File: src/rtl/fsm_input_conditioner.sv
// Three-channel input conditioner: two-flop synchronizer plus a stability
// counter per channel, presenting clean registered levels to the lab FSM.
module fsm_input_conditioner #(
  parameter int DEBOUNCE = 8,
  parameter int CNT_W    = 4
) (
  input  logic clk,
  input  logic reset,
  input  logic raw_x1,
  input  logic raw_x2,
  input  logic raw_x3,
  output logic x1,
  output logic x2,
  output logic x3,
  output logic changed,
  output logic stable
);

  localparam logic [CNT_W-1:0] CNT_MAX = CNT_W'(DEBOUNCE - 1);

  logic [2:0]       raw;
  logic [2:0]       sync_p0;
  logic [2:0]       sync_p1;
  logic [2:0]       lvl_p2;
  logic [2:0]       lvl_nxt;
  logic [2:0]       upd;
  logic [2:0]       chan_ok;
  logic [CNT_W-1:0] cnt_p2  [3];
  logic [CNT_W-1:0] cnt_nxt [3];

  assign raw = {raw_x3, raw_x2, raw_x1};

  // Per channel: exactly one of clear / commit / count on every edge.
  always_comb begin
    lvl_nxt = lvl_p2;
    upd     = '0;
    chan_ok = '0;
    for (int i = 0; i < 3; i++) begin
      cnt_nxt[i] = '0;
      chan_ok[i] = (sync_p1[i] == lvl_p2[i]) && (cnt_p2[i] == '0);
      if (sync_p1[i] != lvl_p2[i]) begin
        if (cnt_p2[i] == CNT_MAX) begin
          lvl_nxt[i] = sync_p1[i];
          upd[i]     = 1'b1;
        end else begin
          cnt_nxt[i] = cnt_p2[i] + CNT_W'(1);
        end
      end
    end
  end

  // Stage p0/p1: synchronizer; stage p2: debounced level, counter, strobe.
  always_ff @(posedge clk) begin
    if (reset) begin
      sync_p0 <= '0;
      sync_p1 <= '0;
      lvl_p2  <= '0;
      changed <= 1'b0;
      for (int i = 0; i < 3; i++) cnt_p2[i] <= '0;
    end else begin
      sync_p0 <= raw;
      sync_p1 <= sync_p0;
      lvl_p2  <= lvl_nxt;
      changed <= |upd;
      for (int i = 0; i < 3; i++) cnt_p2[i] <= cnt_nxt[i];
    end
  end

  assign stable = &chan_ok;
  assign x1     = lvl_p2[0];
  assign x2     = lvl_p2[1];
  assign x3     = lvl_p2[2];

endmodule

File: config.mk
export PLATFORM = sky130hd
export DESIGN_NAME = fsm_input_conditioner
export DESIGN_NICKNAME = d
export VERILOG_FILES = /design/src/rtl/fsm_input_conditioner.sv
export SDC_FILE = /design/constraint.sdc
export NUM_CORES = 1
export LEC_CHECK = 0
export CAP_MARGIN = 20
export CORE_MARGIN = 2
export CORE_UTILIZATION = 30
export DETAILED_ROUTE_END_ITERATION = 6
export PLACE_DENSITY = 0.58
export SYNTH_ARGS = -nofsm -noshare
export SYNTH_HDL_FRONTEND = slang
export SYNTH_SLANG_ARGS = --single-unit
File: constraint.sdc
create_clock -name clk -period 1.57 [get_ports clk]
set_input_delay 0.2355 -clock clk [delete_from_list [all_inputs] [get_ports clk]]
set_output_delay 0.2355 -clock clk [all_outputs]
set_load 0.1 [all_outputs]
==> impl_metrics.sql, run 1 <==
INSERT INTO impl_metrics (metric_group, metric, value, unit) VALUES
('timing', 'setup_tns_final', '-0.155', 'ns'),
('cts', 'tritoncts', 'built', ''),
('route', 'detail_route.vias_per_cell', '4.39', ''),
('pwr', 'pwr-share-clk', '28.0', '%'),
('timing', 'number_of_hold_slack_violations_in_the_final_timing_report', '0', ''),
('timing', 'final.period_utilization', '110', '%'),
('route', 'firstDrtPassIters', '3', ''),
('cts', 'clkSinkCount', '22', ''),
('finish', 'antenna_cells_inserted', '0', ''),
('status', 'violations', 'negative setup slack', ''),
('place', 'placedCellCount', '130', ''),
('finish', 'register_area', '460', 'µm²'),
('route', 'drtAntennaViolNets', '0', ''),
('timing', 'post-route-worst-setup-slack', '-0.155', 'ns'),
('global_route', 'maximum_number_of_pins_on_one_net_before_global_route_repair', '13', ''),
('finish', 'fraction_of_layout_instances_using_a_drive_strength_above_1', '33.0', '%'),
('timing', 'final_period_minus_worst_setup_slack', '1.72', 'ns'),
('pwr', 'power_frac_comb', '10.0', '%'),
('die', 'floorplan.die_area', '0.00339', 'mm²'),
('place', 'dpl.hpwl', '1070', 'µm'),
('die', 'floorplan.die.width', '58.2', 'µm'),
('cts', 'tritoncts.num_buffers', '3', ''),
('pwr', 'sw_frac_of_total', '23.0', '%'),
('global_route', 'first_global_vias', '605', ''),
('cts', 'ctsLongestPathBuffers', '2', ''),
('pwr', 'power.static_leakage', '0.465', 'nW'),
('timing', 'max_slew_margin', '82.1', '%'),
('timing', 'timing.hold.ws', '0.453', 'ns'),
('timing', 'finalMaxSlewViolations', '0', ''),
('global_route', 'grtUsageTotal', '10.3', '%'),
('setup_path', 'setup.worst_path.end_class', 'output pin', ''),
('yosys', 'syn-num-nets', '100', ''),
('setup_path', 'cp_data_required_time', '1.33', 'ns'),
('route', 'drcViolationCount', '0', ''),
('run', 'cap_violations', '0', ''),
('die', 'core_region_area', '0.00278', 'mm²'),
('global_route', 'grt_overflow_total', '0', ''),
('die', 'ioPinCount', '10', ''),
('finish', 'fill_cells', '275', ''),
('setup_path', 'setup.worst_path.class', 'flop to output pin', ''),
('route', 'routed_wl', '1420', 'µm'),
('pwr', 'power.density', '753', 'mW/mm²'),
('route', 'drt_iter0_drc', '16', ''),
('global_route', 'grt_first_pass_wirelength', '2520', 'µm'),
('place', 'gp_congestion', '0.716', ''),
('yosys', 'synth_seq_area_share', '49.9', '%'),
('yosys', 'ys_seq_elements', '22', ''),
('cts', 'ctsHoldBuffers', '0', ''),
('status', 'outcome', 'finished, violations left', ''),
('route', 'routed_via_count', '615', ''),
('place', 'buffer_ports.inserted', '9', ''),
('pwr', 'power.sequential.fraction', '62.1', '%'),
('route', 'drt-wirelength-per-cell', '10.1', 'µm'),
('die', 'initial_core_util', '31.7', '%'),
('yosys', 'postSynthAreaPerCell', '9.91', 'µm²'),
('cts', 'cts_root_buf', 'clkbuf_4', ''),
('finish', 'nets', '121', ''),
('setup_path', 'critical_path.max_fanout', '2', ''),
('timing', 'fmax', '0.580', 'GHz'),
('cts', 'htreeDepth', '1', ''),
('worst_hold_path', 'worstHoldPathType', 'flop to flop', ''),
('cts', 'clk_transition_reported_paths', '0.11', 'ns'),
('setup_path', 'arrival', '1.49', 'ns'),
('yosys', 'syn-instance-count', '89', ''),
('finish', 'stdcell_count', '140', ''),
('finish', 'areaGrowthSynthToFinish', '37.6', '%'),
('pwr', 'vdd_drop_max', '0.638', 'mV'),
('finish', 'layout.core_utilization', '43.6', '%'),
('timing', 'unrepaired_setup_endpoints_after_global_routing', 'yes', ''),
('finish', 'multiInputGateArea', '454', 'µm²'),
('timing', 'setup_viol', '1', ''),
('pwr', 'power.switching', '0.211', 'mW'),
('yosys', 'synth_area', '882', 'µm²'),
('die', 'fp-row-count', '19', ''),
('die', 'die_y', '58.2', 'µm'),
('cts', 'clock_insertion_delay_worst_skew', '0.30', 'ns'),
('yosys', 'yosys_warnings', '0', ''),
('yosys', 'synth.distinct_cells', '24', ''),
('timing', 'final.setup_skew', '0.00105', 'ns'),
('pwr', 'p_int', '0.704', 'mW'),
('global_route', 'grt_antenna_before_repair', '0', ''),
('pwr', 'total_power', '0.914', 'mW'),
('setup_path', 'cp-start-kind', 'flop', ''),
('timing', 'worst_slew_pin_slew', '0.267', 'ns');
==> through the flow <==
step / instance area (µm²) / setup slack (ns)
floorplan: 931 / -0.595
global placement: 1120 / 0.0956
detailed placement: 1120 / 0.0931
CTS: 1210 / -0.193
global route: 1210 / -0.258
finish: 1210 / -0.155
==> worst max-delay path, stage by stage, from the launching register on <==
cell and delay (ns):
dfxtp_2 0.33, inv_1 0.04, ha_1 0.14, nand4b_1 0.16, nor4_4 0.30, buf_12 0.21
==> logic make-up (layout without fill, tap and decap cells) <==
kind of cell / Yosys count / after routing / synth area share [%]
AND/OR/NAND/NOR: 37 / 37 / 23.8
flip-flops: 22 / 22 / 49.9
buffers and inverters: 10 / 30 / 4.25
XOR/XNOR: 9 / 9 / 8.94
adder cells (fa/ha/maj): 6 / 6 / 8.51
AO/OA/AOI/OAI: 3 / 3 / 2.27
multiplexers: 2 / 2 / 2.27
==> power by group through the flow <==
stage	combinational (mW)	sequential (mW)	clock, mW
final	0.0911	0.568	0.256
after global routing	0.0974	0.569	0.299
after CTS	0.0925	0.568	0.271
after detailed placement	0.0869	0.581	0
after global placement	0.0864	0.581	0
after floorplan	0.0543	0.580	0
==> flip-flops by register name, indices dropped and copies added, names as in the netlist <==
signal	cells
cnt_p2	12
changed	1
lvl_p2	3
sync_p1	3
sync_p0	3
==> final cells by class <==
cell class / instances / area share, %
Clock buffer: 4 / 2.16
Sequential cell: 22 / 37.9
Timing Repair Buffer: 17 / 16.5
Multi-Input combinational cell: 57 / 37.4
Inverter: 9 / 2.78
Tap cell: 31 / 3.20
==> worst paths after layout <==
path	from	end	slack (ns)	depth (start not counted)
worst max register to register	cnt_p2[0][8]	cnt_p2[0][11]	0.15	5
worst min-delay path	sync_p0[1]	sync_p1[1]	0.45	1
worst min register to register	sync_p0[1]	sync_p1[1]	0.45	1
worst max-delay path	cnt_p2[0][8]	stable	-0.15	5
==> timing repair <==
action,in CTS,in global routing
setup buffers,6,0
setup endpoints to repair,1,1
pin swaps,3,1
gates resized for setup,9,2
==> synthesized netlist by cell type <==
| library cell | instances | area share, % |
|---|---|---|
| xor2_1 | 3 | 3.0 |
| dfxtp_1 | 22 | 50 |
| nor4_1 | 1 | 0.71 |
| and3b_2 | 1 | 1.1 |
| nand3_1 | 3 | 1.7 |
| xnor2_1 | 6 | 6.0 |
| nor3_1 | 4 | 2.3 |
| or2b_1 | 1 | 0.85 |
| clkbuf_1 | 1 | 0.43 |
| inv_1 | 9 | 3.8 |
| ha_1 | 6 | 8.5 |
| nor2b_1 | 6 | 4.3 |
| nand3b_1 | 2 | 1.7 |
| or3_4 | 1 | 1.3 |
| or3_1 | 1 | 0.71 |
| nand2_1 | 2 | 0.85 |
| nand4_1 | 1 | 0.71 |
| a21oi_1 | 2 | 1.1 |
| nor2_1 | 11 | 4.7 |
| nand4b_1 | 1 | 0.99 |
| o22a_2 | 1 | 1.1 |
| and3b_1 | 1 | 0.99 |
| mux2i_1 | 2 | 2.3 |
| or3b_1 | 1 | 0.99 |
==> routing by layer <==
metal / vias up / track usage [%] / wire length [µm] / part of all wire [%]
li1: 328 / - / - / -
met1: 274 / 12.1 / 664 / 47
met2: 11 / 15.4 / 645 / 45
met3: 2 / 5.80 / 94 / 6.6
met4: 0 / 3.99 / 16 / 1.1
met5: - / 0 / 0 / 0
==> cells in the final DEF (no fill, tap or decap), types with 2 or more instances in the layout <==
cell type / instances
dfxtp_4: 3
clkdlybuf4s50_1: 4
nor3_1: 4
ha_1: 5
buf_12: 5
a21oi_1: 2
xnor2_1: 3
nand3b_1: 2
clkbuf_4: 3
inv_1: 7
xor2_1: 3
nor2_1: 11
dfxtp_2: 7
mux2i_1: 2
buf_4: 8
nand3_1: 3
nor2b_1: 6
inv_2: 2
dfxtp_1: 12
xnor2_2: 3
nand2_1: 2
(Power assumes the default switching activity.)
==> run 2, diff against run 1 <==
CORE_UTILIZATION = 52   (was 30)
PLACE_DENSITY = 0.85   (was 0.58)
==> impl_metrics.sql, run 2 (same netlist as run 1, synthesis figures left out) <==
INSERT INTO impl_metrics (metric_group, metric, value, unit) VALUES
('status', 'outcome', 'finished, violations left', ''),
('status', 'violations', 'negative setup slack', ''),
('finish', 'max_flop_register', 'cnt_p2', ''),
('finish', 'stdcell_count', '122', ''),
('die', 'fp-row-count', '14', ''),
('pwr', 'power.switching', '0.205', 'mW'),
('die', 'die_y', '45.2', 'µm'),
('worst_hold_path', 'worstHoldPathType', 'flop to flop', ''),
('run', 'cap_violations', '0', ''),
('route', 'routed_wl', '1440', 'µm'),
('global_route', 'grtUsageTotal', '17.1', '%'),
('place', 'placedCellCount', '114', ''),
('setup_path', 'setup.worst_path.class', 'flop to output pin', ''),
('die', 'floorplan.die_area', '0.00204', 'mm²'),
('cts', 'ctsHoldBuffers', '0', ''),
('route', 'routed-wl-met3', '42', 'µm'),
('setup_path', 'critical_path.reg2reg.startpoint', 'cnt_p2[0][8]', ''),
('setup_path', 'cp_data_required_time', '1.33', 'ns'),
('route', 'drcViolationCount', '0', ''),
('setup_path', 'critPathMaxStageDelay', '0.39', 'ns'),
('setup_path', 'crit_path_cell_chain', 'xnor2_4 -> nand4_1 -> nor4_4 -> buf_12', ''),
('setup_path', 'critical-path-top-delay-family', 'flip-flops', ''),
('global_route', 'first_global_vias', '638', ''),
('finish', 'fill_cells', '108', ''),
('cts', 'clkSinkCount', '22', ''),
('setup_path', 'arrival', '1.47', 'ns'),
('timing', 'unrepaired_setup_endpoints_after_global_routing', 'yes', ''),
('setup_path', 'cp-startpoint', 'lvl_p2[0]', ''),
('finish', 'most-common-layout-cells', 'nor2_1 (11), dfxtp_1 (11), dfxtp_2 (8)', ''),
('cts', 'tritoncts.num_buffers', '3', ''),
('setup_path', 'cp-start-kind', 'flop', ''),
('timing', 'final.setup_skew', '0.00149', 'ns'),
('cts', 'htreeDepth', '1', ''),
('global_route', 'maximum_number_of_pins_on_one_net_before_global_route_repair', '13', ''),
('timing', 'setup_viol', '1', ''),
('die', 'core_region_area', '0.00154', 'mm²'),
('route', 'routed_via_count', '639', ''),
('pwr', 'p_int', '0.706', 'mW'),
('pwr', 'sw_frac_of_total', '22.5', '%'),
('global_route', 'grt_antenna_before_repair', '0', ''),
('timing', 'number_of_hold_slack_violations_in_the_final_timing_report', '0', ''),
('pwr', 'power.density', '754', 'mW/mm²'),
('route', 'drtAntennaViolNets', '0', ''),
('route', 'wl_met1', '620', 'µm'),
('worst_hold_path', 'hold_path_startpoint', 'sync_p0[2]', ''),
('setup_path', 'critPathSlowestCell', 'dfxtp_4', ''),
('route', 'drt-wirelength-per-cell', '11.8', 'µm'),
('setup_path', 'critPathBufInv', '1', ''),
('finish', 'antenna_cells_inserted', '0', ''),
('pwr', 'total_power', '0.911', 'mW'),
('cts', 'clk_transition_reported_paths', '0.11', 'ns'),
('timing', 'post-route-worst-setup-slack', '-0.131', 'ns'),
('pwr', 'power_frac_comb', '10.3', '%'),
('finish', 'fraction_of_layout_instances_using_a_drive_strength_above_1', '32.1', '%'),
('timing', 'finalMaxSlewViolations', '0', ''),
('route', 'topRoutingLayerUsed', 'met4', ''),
('timing', 'final_period_minus_worst_setup_slack', '1.70', 'ns'),
('place', 'dpl_worst_slack', '0.0905', 'ns'),
('finish', 'nets', '118', ''),
('finish', 'areaGrowthSynthToFinish', '36.9', '%'),
('cts', 'ctsLongestPathBuffers', '2', ''),
('route', 'drt_iter0_drc', '13', ''),
('cts', 'tritoncts', 'built', ''),
('setup_path', 'setup.worst_path.end_class', 'output pin', ''),
('pwr', 'power.sequential.fraction', '62.7', '%'),
('route', 'firstDrtPassIters', '4', ''),
('pwr', 'pwr-share-clk', '27.1', '%'),
('die', 'floorplan.die.width', '45.2', 'µm'),
('timing', 'final.period_utilization', '108', '%'),
('die', 'ioPinCount', '10', ''),
('finish', 'largest_register_ff_count', '12', ''),
('timing', 'max_slew_margin', '83.1', '%'),
('place', 'buffer_ports.inserted', '9', ''),
('place', 'dpl.hpwl', '1060', 'µm'),
('timing', 'worst_slew_pin_slew', '0.251', 'ns'),
('setup_path', 'critical_path.max_fanout', '4', ''),
('timing', 'fmax', '0.588', 'GHz'),
('route', 'wl_met2', '758', 'µm'),
('route', 'detail_route.vias_per_cell', '5.24', ''),
('global_route', 'grt_overflow_total', '0', ''),
('die', 'initial_core_util', '57.2', '%'),
('cts', 'clock_insertion_delay_worst_skew', '0.29', 'ns'),
('place', 'gp_congestion', '0.679', ''),
('pwr', 'power.static_leakage', '0.454', 'nW'),
('pwr', 'vdd_drop_max', '0.526', 'mV'),
('cts', 'cts_root_buf', 'clkbuf_4', ''),
('global_route', 'grt_first_pass_wirelength', '2510', 'µm');
## run 2: changes by cell type in the layout (fill, tap and decap cells not counted), sizes merged
cell / change
buf: -3
## run 2: final timing paths
check	end	slack (ns)	depth (start not counted)
setup / recovery	stable	-0.13	4
hold reg to reg	sync_p1[2]	0.45	1
setup reg to reg	cnt_p2[0][11]	0.14	5
hold / removal	sync_p1[2]	0.45	1
## run 2: per-stage QoR
stage	util, %	setup TNS [ns]	area, µm²	hold slack [ns]
after global routing	78.3	-0.209	1210	0.458
after detailed placement	71.0	0	1090	0.427
after CTS	77.5	-0.150	1190	0.459
final	78.3	-0.131	1210	0.449
after global placement	71.0	0	1090	0.419
after floorplan	-	-0.595	931	0.307
## run 2: power by group through the flow
stage	Combinational, mW	Clock [mW]	Sequential (mW)
detailed placement	0.0867	0	0.581
CTS	0.0930	0.261	0.570
finish	0.0935	0.247	0.571
global route	0.0993	0.278	0.572
floorplan	0.0543	0	0.580
global placement	0.0852	0	0.581
## run 2: cell type report
class / instances / area [µm²] / area share [%]
repair buffers: 14 / 178 / 14.7
flip-flops and latches: 22 / 462 / 38.2
clock buffers: 4 / 26.3 / 2.18
well taps: 16 / 20.0 / 1.66
multi-input cells: 57 / 488 / 40.4
inverters: 9 / 33.8 / 2.80
## run 2: repair_timing
action | CTS | global route
endpoints found under the setup margin | 1 | 1
endpoints found under the hold margin | 0 | 0
gates resized for setup | 13 | 2
buffers inserted | 4 | 0
pin swaps | 5 | 0
## run 2: routing by layer
layer  up-vias  track usage, %
met2        11            30.3
met4         0            8.82
met5         -               0
met1       300            19.7
met3         2            2.40
li1        326               -
